==> config.mk <==
export PLATFORM = sky130hd
export DESIGN_NAME = bm_datapath_rr_arbiter
export DESIGN_NICKNAME = d
export VERILOG_FILES = /design/src/rtl/bm_datapath_rr_arbiter.sv
export SDC_FILE = /design/constraint.sdc
export NUM_CORES = 1
export LEC_CHECK = 0
export ABC_AREA = 1
export BUFFER_PORTS_ARGS = -buffer_cell sky130_fd_sc_hd__buf_2
export CAP_MARGIN = 0
export CELL_PAD_IN_SITES_DETAIL_PLACEMENT = 1
export CELL_PAD_IN_SITES_GLOBAL_PLACEMENT = 2
export CORE_ASPECT_RATIO = 1.25
export CORE_MARGIN = 10
export CORE_UTILIZATION = 27
export CTS_CLUSTER_DIAMETER = 200
export DETAILED_ROUTE_END_ITERATION = 8
export PLACE_DENSITY_LB_ADDON = 0.25
export SLEW_MARGIN = 20
export SYNTH_ARGS = -nofsm -noshare
export SYNTH_HDL_FRONTEND = slang
export SYNTH_SLANG_ARGS = --single-unit
==> constraint.sdc <==
create_clock -name clock -period 2.3 [get_ports clock]
set_input_delay 0.115 -clock clock [delete_from_list [all_inputs] [get_ports clock]]
set_output_delay 0.115 -clock clock [all_outputs]
set_load 0.01 [all_outputs]
==> src/rtl/bm_datapath_rr_arbiter.sv <==
// Round-robin arbiter that issues one requester's operands to a shared fixed-latency
// datapath, waits for its result and returns it tagged with the requester id.
module bm_datapath_rr_arbiter #(
    parameter int BITS = 2,
    parameter int NREQ = 4,
    parameter int IDW  = 2,
    parameter int LAT  = 2
) (
    input  logic                 clock,
    input  logic                 reset,
    input  logic [NREQ-1:0]      req,
    input  logic [NREQ*BITS-1:0] a_bus,
    input  logic [NREQ*BITS-1:0] b_bus,
    output logic [NREQ-1:0]      gnt,
    output logic [BITS-1:0]      dp_a,
    output logic [BITS-1:0]      dp_b,
    output logic                 dp_valid,
    input  logic [BITS-1:0]      dp_result,
    output logic [BITS-1:0]      result,
    output logic                 done,
    output logic [IDW-1:0]       done_id,
    output logic                 busy
);

    localparam int CNTW = (LAT < 2) ? 1 : $clog2(LAT + 1);

    typedef enum logic [1:0] {
        IDLE = 2'd0,
        WAIT = 2'd1,
        DONE = 2'd2
    } state_t;

    state_t          state, state_nxt;
    logic [CNTW-1:0] cnt, cnt_nxt;
    logic [IDW-1:0]  last, last_nxt;
    logic [IDW-1:0]  cur_id, cur_id_nxt;
    logic [NREQ-1:0] gnt_nxt;
    logic [BITS-1:0] dp_a_nxt, dp_b_nxt, result_nxt;
    logic            dp_valid_nxt, done_nxt;
    logic [IDW-1:0]  done_id_nxt;

    logic            found;
    logic [IDW-1:0]  winner;

    // Rotating-priority search: start just after the last completed requester.
    always_comb begin
        int             idx;
        logic [IDW-1:0] pos;
        found  = 1'b0;
        winner = '0;
        idx    = 0;
        pos    = '0;
        for (int i = 0; i < NREQ; i++) begin
            idx = (int'(last) + 1 + i) % NREQ;
            pos = IDW'(idx);
            if (!found && req[pos]) begin
                found  = 1'b1;
                winner = pos;
            end
        end
    end

    always_comb begin
        state_nxt    = state;
        cnt_nxt      = cnt;
        last_nxt     = last;
        cur_id_nxt   = cur_id;
        gnt_nxt      = '0;
        dp_valid_nxt = 1'b0;
        dp_a_nxt     = dp_a;
        dp_b_nxt     = dp_b;
        result_nxt   = result;
        done_nxt     = 1'b0;
        done_id_nxt  = done_id;

        case (state)
            IDLE: begin
                if (found) begin
                    for (int i = 0; i < NREQ; i++) begin
                        if (winner == IDW'(i)) begin
                            gnt_nxt[i] = 1'b1;
                            dp_a_nxt   = a_bus[i*BITS +: BITS];
                            dp_b_nxt   = b_bus[i*BITS +: BITS];
                        end
                    end
                    dp_valid_nxt = 1'b1;
                    cur_id_nxt   = winner;
                    cnt_nxt      = CNTW'(LAT);
                    state_nxt    = WAIT;
                end
            end
            WAIT: begin
                // The datapath samples the issue one edge after the grant, so the
                // result is ready once LAT further edges have elapsed.
                if (cnt == '0) begin
                    result_nxt  = dp_result;
                    done_nxt    = 1'b1;
                    done_id_nxt = cur_id;
                    last_nxt    = cur_id;
                    state_nxt   = DONE;
                end else begin
                    cnt_nxt = cnt - 1'b1;
                end
            end
            DONE: begin
                state_nxt = IDLE;
            end
            default: begin
                state_nxt = IDLE;
            end
        endcase
    end

    always_ff @(posedge clock or posedge reset) begin
        if (reset) begin
            state <= IDLE;
        end else begin
            state <= state_nxt;
        end
    end

    always_ff @(posedge clock or posedge reset) begin
        if (reset) begin
            cnt      <= '0;
            last     <= IDW'(NREQ - 1);
            cur_id   <= '0;
            gnt      <= '0;
            dp_valid <= 1'b0;
            dp_a     <= '0;
            dp_b     <= '0;
            result   <= '0;
            done     <= 1'b0;
            done_id  <= '0;
        end else begin
            cnt      <= cnt_nxt;
            last     <= last_nxt;
            cur_id   <= cur_id_nxt;
            gnt      <= gnt_nxt;
            dp_valid <= dp_valid_nxt;
            dp_a     <= dp_a_nxt;
            dp_b     <= dp_b_nxt;
            result   <= result_nxt;
            done     <= done_nxt;
            done_id  <= done_id_nxt;
        end
    end

    assign busy = (state != IDLE);

endmodule

==> impl_table.tex <==
\begin{tabular}{lr}
\hline
Metric & Value \\
\hline
\multicolumn{2}{l}{\textbf{Status}} \\
Status & finished clean \\
\multicolumn{2}{l}{\textbf{CTS}} \\
Clk root buf & sky130\_fd\_sc\_hd\_\_clkbuf\_8 \\
\# hold bufs at CTS & 0 \\
Number of gates given a new drive strength after cts & 0 \\
CTS tree & built \\
Post CTS Setup Buffer Count & 0 \\
Total clock buffers created by CTS & 3 \\
Clock tree buffer depth & 2 \\
Clock Sinks & 22 \\
CTS clock-pin slew for the worst setup and hold paths & about 0.08 ns \\
H-tree depth & 1 \\
Latest clock arrival within the worst-skew pair & roughly 0.26 ns \\
\multicolumn{2}{l}{\textbf{Global route}} \\
Leftover overflow at the end of global routing & 0 \\
Global routing usage summed across all routing layers & under 10\% \\
Pin count of the biggest net entering global routing & 23 \\
Initial antenna violation count & 0 \\
Vias in the first global route & between 1k and 1.5k \\
First-pass GRT wire length & $\sim$6.0 mm \\
\multicolumn{2}{l}{\textbf{Cells and area}} \\
Layout cells sized above 1 & 32.1\% \\
Commonest cells after routing, fill and taps aside & 61 x sky130\_fd\_sc\_hd\_\_nand2\_1, 38 x sky130\_fd\_sc\_hd\_\_buf\_2, 24 x sky130\_fd\_sc\_hd\_\_inv\_1 \\
Area added between synthesis and finish & 24.4\% \\
Most common cell after layout, fill and taps aside & sky130\_fd\_sc\_hd\_\_nand2\_1 \\
Post-layout instance count excluding filler cells & 270 \\
Nets@finish & between 200 and 250 \\
End-of-flow core utilization & a little over a third \\
Count of inserted antenna diode cells & 0 \\
\multicolumn{2}{l}{\textbf{Worst setup path}} \\
RR Startpoint & last[0] \\
Ordered cell list for the critical path & inv\_6 > nand2\_1 > nand3\_1 > a21oi\_4 > nand3\_2 > nand2\_2 > inv\_2 > nor2\_2 > inv\_1 > nor2\_1 > a31oi\_1 \\
Count of buffering cells on the critical path with inverters included & 3 \\
Standard cell with the maximum stage delay on the critical path & sky130\_fd\_sc\_hd\_\_dfstp\_2 \\
Worst path max stage delay & 0.65 ns \\
CP Data Required Time & $\sim$2.5 ns \\
Worst flop-to-flop path endpoint & cnt[1] \\
Largest delay share family, worst path & simple AND/OR/NAND/NOR gates \\
Capturing element type of the critical path & register \\
Signal arrival time at the worst endpoint & between 2 and 2.5 ns \\
Maximum fanout along the worst path & 12 \\
Startpoint-to-endpoint class of the critical path & register to register \\
Critical path launch point type & register \\
Worst r2r path cells & 11 \\
Register-to-Register Setup Slack & roughly 0.28 ns \\
\multicolumn{2}{l}{\textbf{Route}} \\
Detailed route wirelength on metal2 & $\sim$1.6 mm \\
Post-detailed-route count of antenna-violating nets & 0 \\
Routed wire per std cell & about 13 um \\
Via count & 1190 \\
Number of vias per cell after detailed routing & approximately 4.4 \\
Total Routed Length & 3.52 mm \\
DRC errors left & 0 \\
Pre-antenna DRT Iters & 4 \\
Met3 Routed Length & approximately 280 um \\
Wire length on met1 & between 1.5 and 2 mm \\
Top sig layer & met4 \\
Number of DRC violations after detailed-routing iteration 0 & between 60 and 70 \\
\multicolumn{2}{l}{\textbf{Floorplanning}} \\
Die height & 96.9 um \\
Number of top-level pins & 39 \\
Die width & approximately 82 um \\
Standard cell core area & 0.00449 mm2 \\
Die Outline Area & just under 0.008 mm2 \\
Placement Rows & 27 \\
Initial standard-cell utilization of the core & approximately 28\% \\
\multicolumn{2}{l}{\textbf{Power and ir drop}} \\
Highest ir drop seen on vdd & about 0.47 mV \\
Leakage power total & $\sim$0.00095 uW \\
Power Dens Cells & about 1700 mW/mm2 \\
\multicolumn{2}{l}{\textbf{Timing}} \\
Fin crit share & roughly 88\% \\
Final Hold Viols & 0 \\
Setup repair after global routing missed its margin & no \\
Fin. max-slew vios & 0 \\
Fmax & $\sim$500 MHz \\
Relative max-transition margin & $\sim$44\% \\
Number of setup violations in the final report & 0 \\
Worst-margin pin slew & 0.835 ns \\
Time the final worst path needs with I/O delays and setup & roughly 2 ns \\
Summed negative setup slack over all endpoints & 0 ns \\
Clk\_skew & 0.00288 ns \\
\multicolumn{2}{l}{\textbf{Placed design}} \\
\# port buffers & 38 \\
Placed insts & 266 \\
Gpl congestion & between 0.8 and 0.9 \\
HPWL Detailed & slightly below 3 mm \\
\multicolumn{2}{l}{\textbf{Synth}} \\
Gate count of the mapped netlist & $\sim$170 \\
Flops \& latches, synth & 22 \\
Cell Area, Synth & approximately 0.0013 mm2 \\
Synth Net Count & around 200 \\
Distinct cells, synth & 23 \\
Area share of the leading cell type in the synthesized netlist & approximately 39\% \\
Ranking of synthesized cells by area & sky130\_fd\_sc\_hd\_\_dfrtp\_1 39\%, sky130\_fd\_sc\_hd\_\_nand2\_1 18\%, sky130\_fd\_sc\_hd\_\_inv\_1 7.1\%, sky130\_fd\_sc\_hd\_\_nand2\_2 4.9\%, sky130\_fd\_sc\_hd\_\_nand3\_1 4.7\% \\
Mean Syn Cell Area & $\sim$7.4 um2 \\
Sequential cell area fraction in the yosys report & a little over two fifths \\
Warnings, synthesis & 0 \\
Area leader, netlist & sky130\_fd\_sc\_hd\_\_dfrtp\_1 \\
\multicolumn{2}{l}{\textbf{Run}} \\
Total of max-cap violations & 0 \\
\multicolumn{2}{l}{\textbf{Min path}} \\
Type of the most critical hold path & primary input to asynchronous set/reset pin \\
\hline
\end{tabular}
[report_power, final]
part	internal [uW]	switching, uW
combinational	539	1080
clock	232	129
sequential	576	104
total	1350	1310
[cell usage after synthesis]
library cell and n:
sky130_fd_sc_hd__ha_1 1, sky130_fd_sc_hd__nor2_1 9, sky130_fd_sc_hd__inv_4 2, sky130_fd_sc_hd__dfrtp_1 20, sky130_fd_sc_hd__nor3_1 1, sky130_fd_sc_hd__inv_1 24
sky130_fd_sc_hd__nand3b_1 1, sky130_fd_sc_hd__nand3_1 12, sky130_fd_sc_hd__nand2_2 10, sky130_fd_sc_hd__inv_6 1, sky130_fd_sc_hd__nand2_4 4, sky130_fd_sc_hd__nand3_2 2
sky130_fd_sc_hd__a21boi_0 1, sky130_fd_sc_hd__a31oi_1 1, sky130_fd_sc_hd__dfstp_2 2, sky130_fd_sc_hd__nand2_1 61, sky130_fd_sc_hd__inv_2 2, sky130_fd_sc_hd__o21ai_1 1
sky130_fd_sc_hd__a21oi_1 5, sky130_fd_sc_hd__buf_6 2, sky130_fd_sc_hd__o21ai_0 7, sky130_fd_sc_hd__nor2_2 2, sky130_fd_sc_hd__a21oi_4 1
[routing by layer]
metal | GRT usage [%] | vias to the layer above
li1 | - | 603
met1 | 11.5 | 545
met2 | 14.4 | 38
met3 | 2.22 | 4
met4 | 4.38 | 0
met5 | 0 | -
[worst max path at each step]
stage / depth (start not counted) / start / slack (ns) / end
finish: 11 / last[0] / 0.28 / cnt[1]
global route: 13 / last[0] / 0.08 / cnt[1]
CTS: 11 / last[0] / 0.25 / cnt[1]
detailed placement: 11 / last[0] / 0.26 / cnt[1]
global placement: 13 / last[0] / 0.28 / cnt[1]
floorplan: 16 / last[0] / 0.56 / dp_a[0]
[through the flow]
stage	hold slack [ns]	worst slack (ns)	cell area [um2]	total power, uW
finish	0.00744	0.281	1590	2660
global route	0.0531	0.0762	1590	2960
CTS	0.0463	0.249	1590	2710
detailed placement	0.326	0.263	1520	2340
global placement	0.316	0.283	1520	2310
floorplan	0.103	0.561	1280	1940
[layout make-up]
cell class | count | area (um2)
fill | 580 | 2900
clock buffer | 3 | 41.3
clock inverter | 1 | 30.0
inverter | 29 | 119
multi-input combinational | 119 | 583
timing repair buffer | 38 | 190
sequential | 22 | 553
tap | 58 | 72.6
[worst register-to-register path, delay by kind of cell (launching register included)]
kind | cells | cell delay (ns)
compound gates | 2 | 0.22
buf+inv | 3 | 0.25
simple gates | 6 | 0.79
flops | 1 | 0.65
[logic make-up (layout without fill, tap and decap cells)]
group                    Yosys count  count (layout)  synth area share (%)
AND/OR/NAND/NOR                  102             102                  37.2
buffers and inverters             31              71                  11.1
flip-flops                        22              22                  43.3
AO/OA/AOI/OAI                     16              16                  7.44
adder cells (fa/ha/maj)            1               1                 0.979
[state kept, by name, indices dropped and copies added (netlist names)]
name,cells
result,2
cnt,2
gnt,4
last,2
dp_valid,1
state,2
done,1
cur_id,2
dp_b,2
dp_a,2
done_id,2
Note: power is estimated with default switching activity, not from simulation.
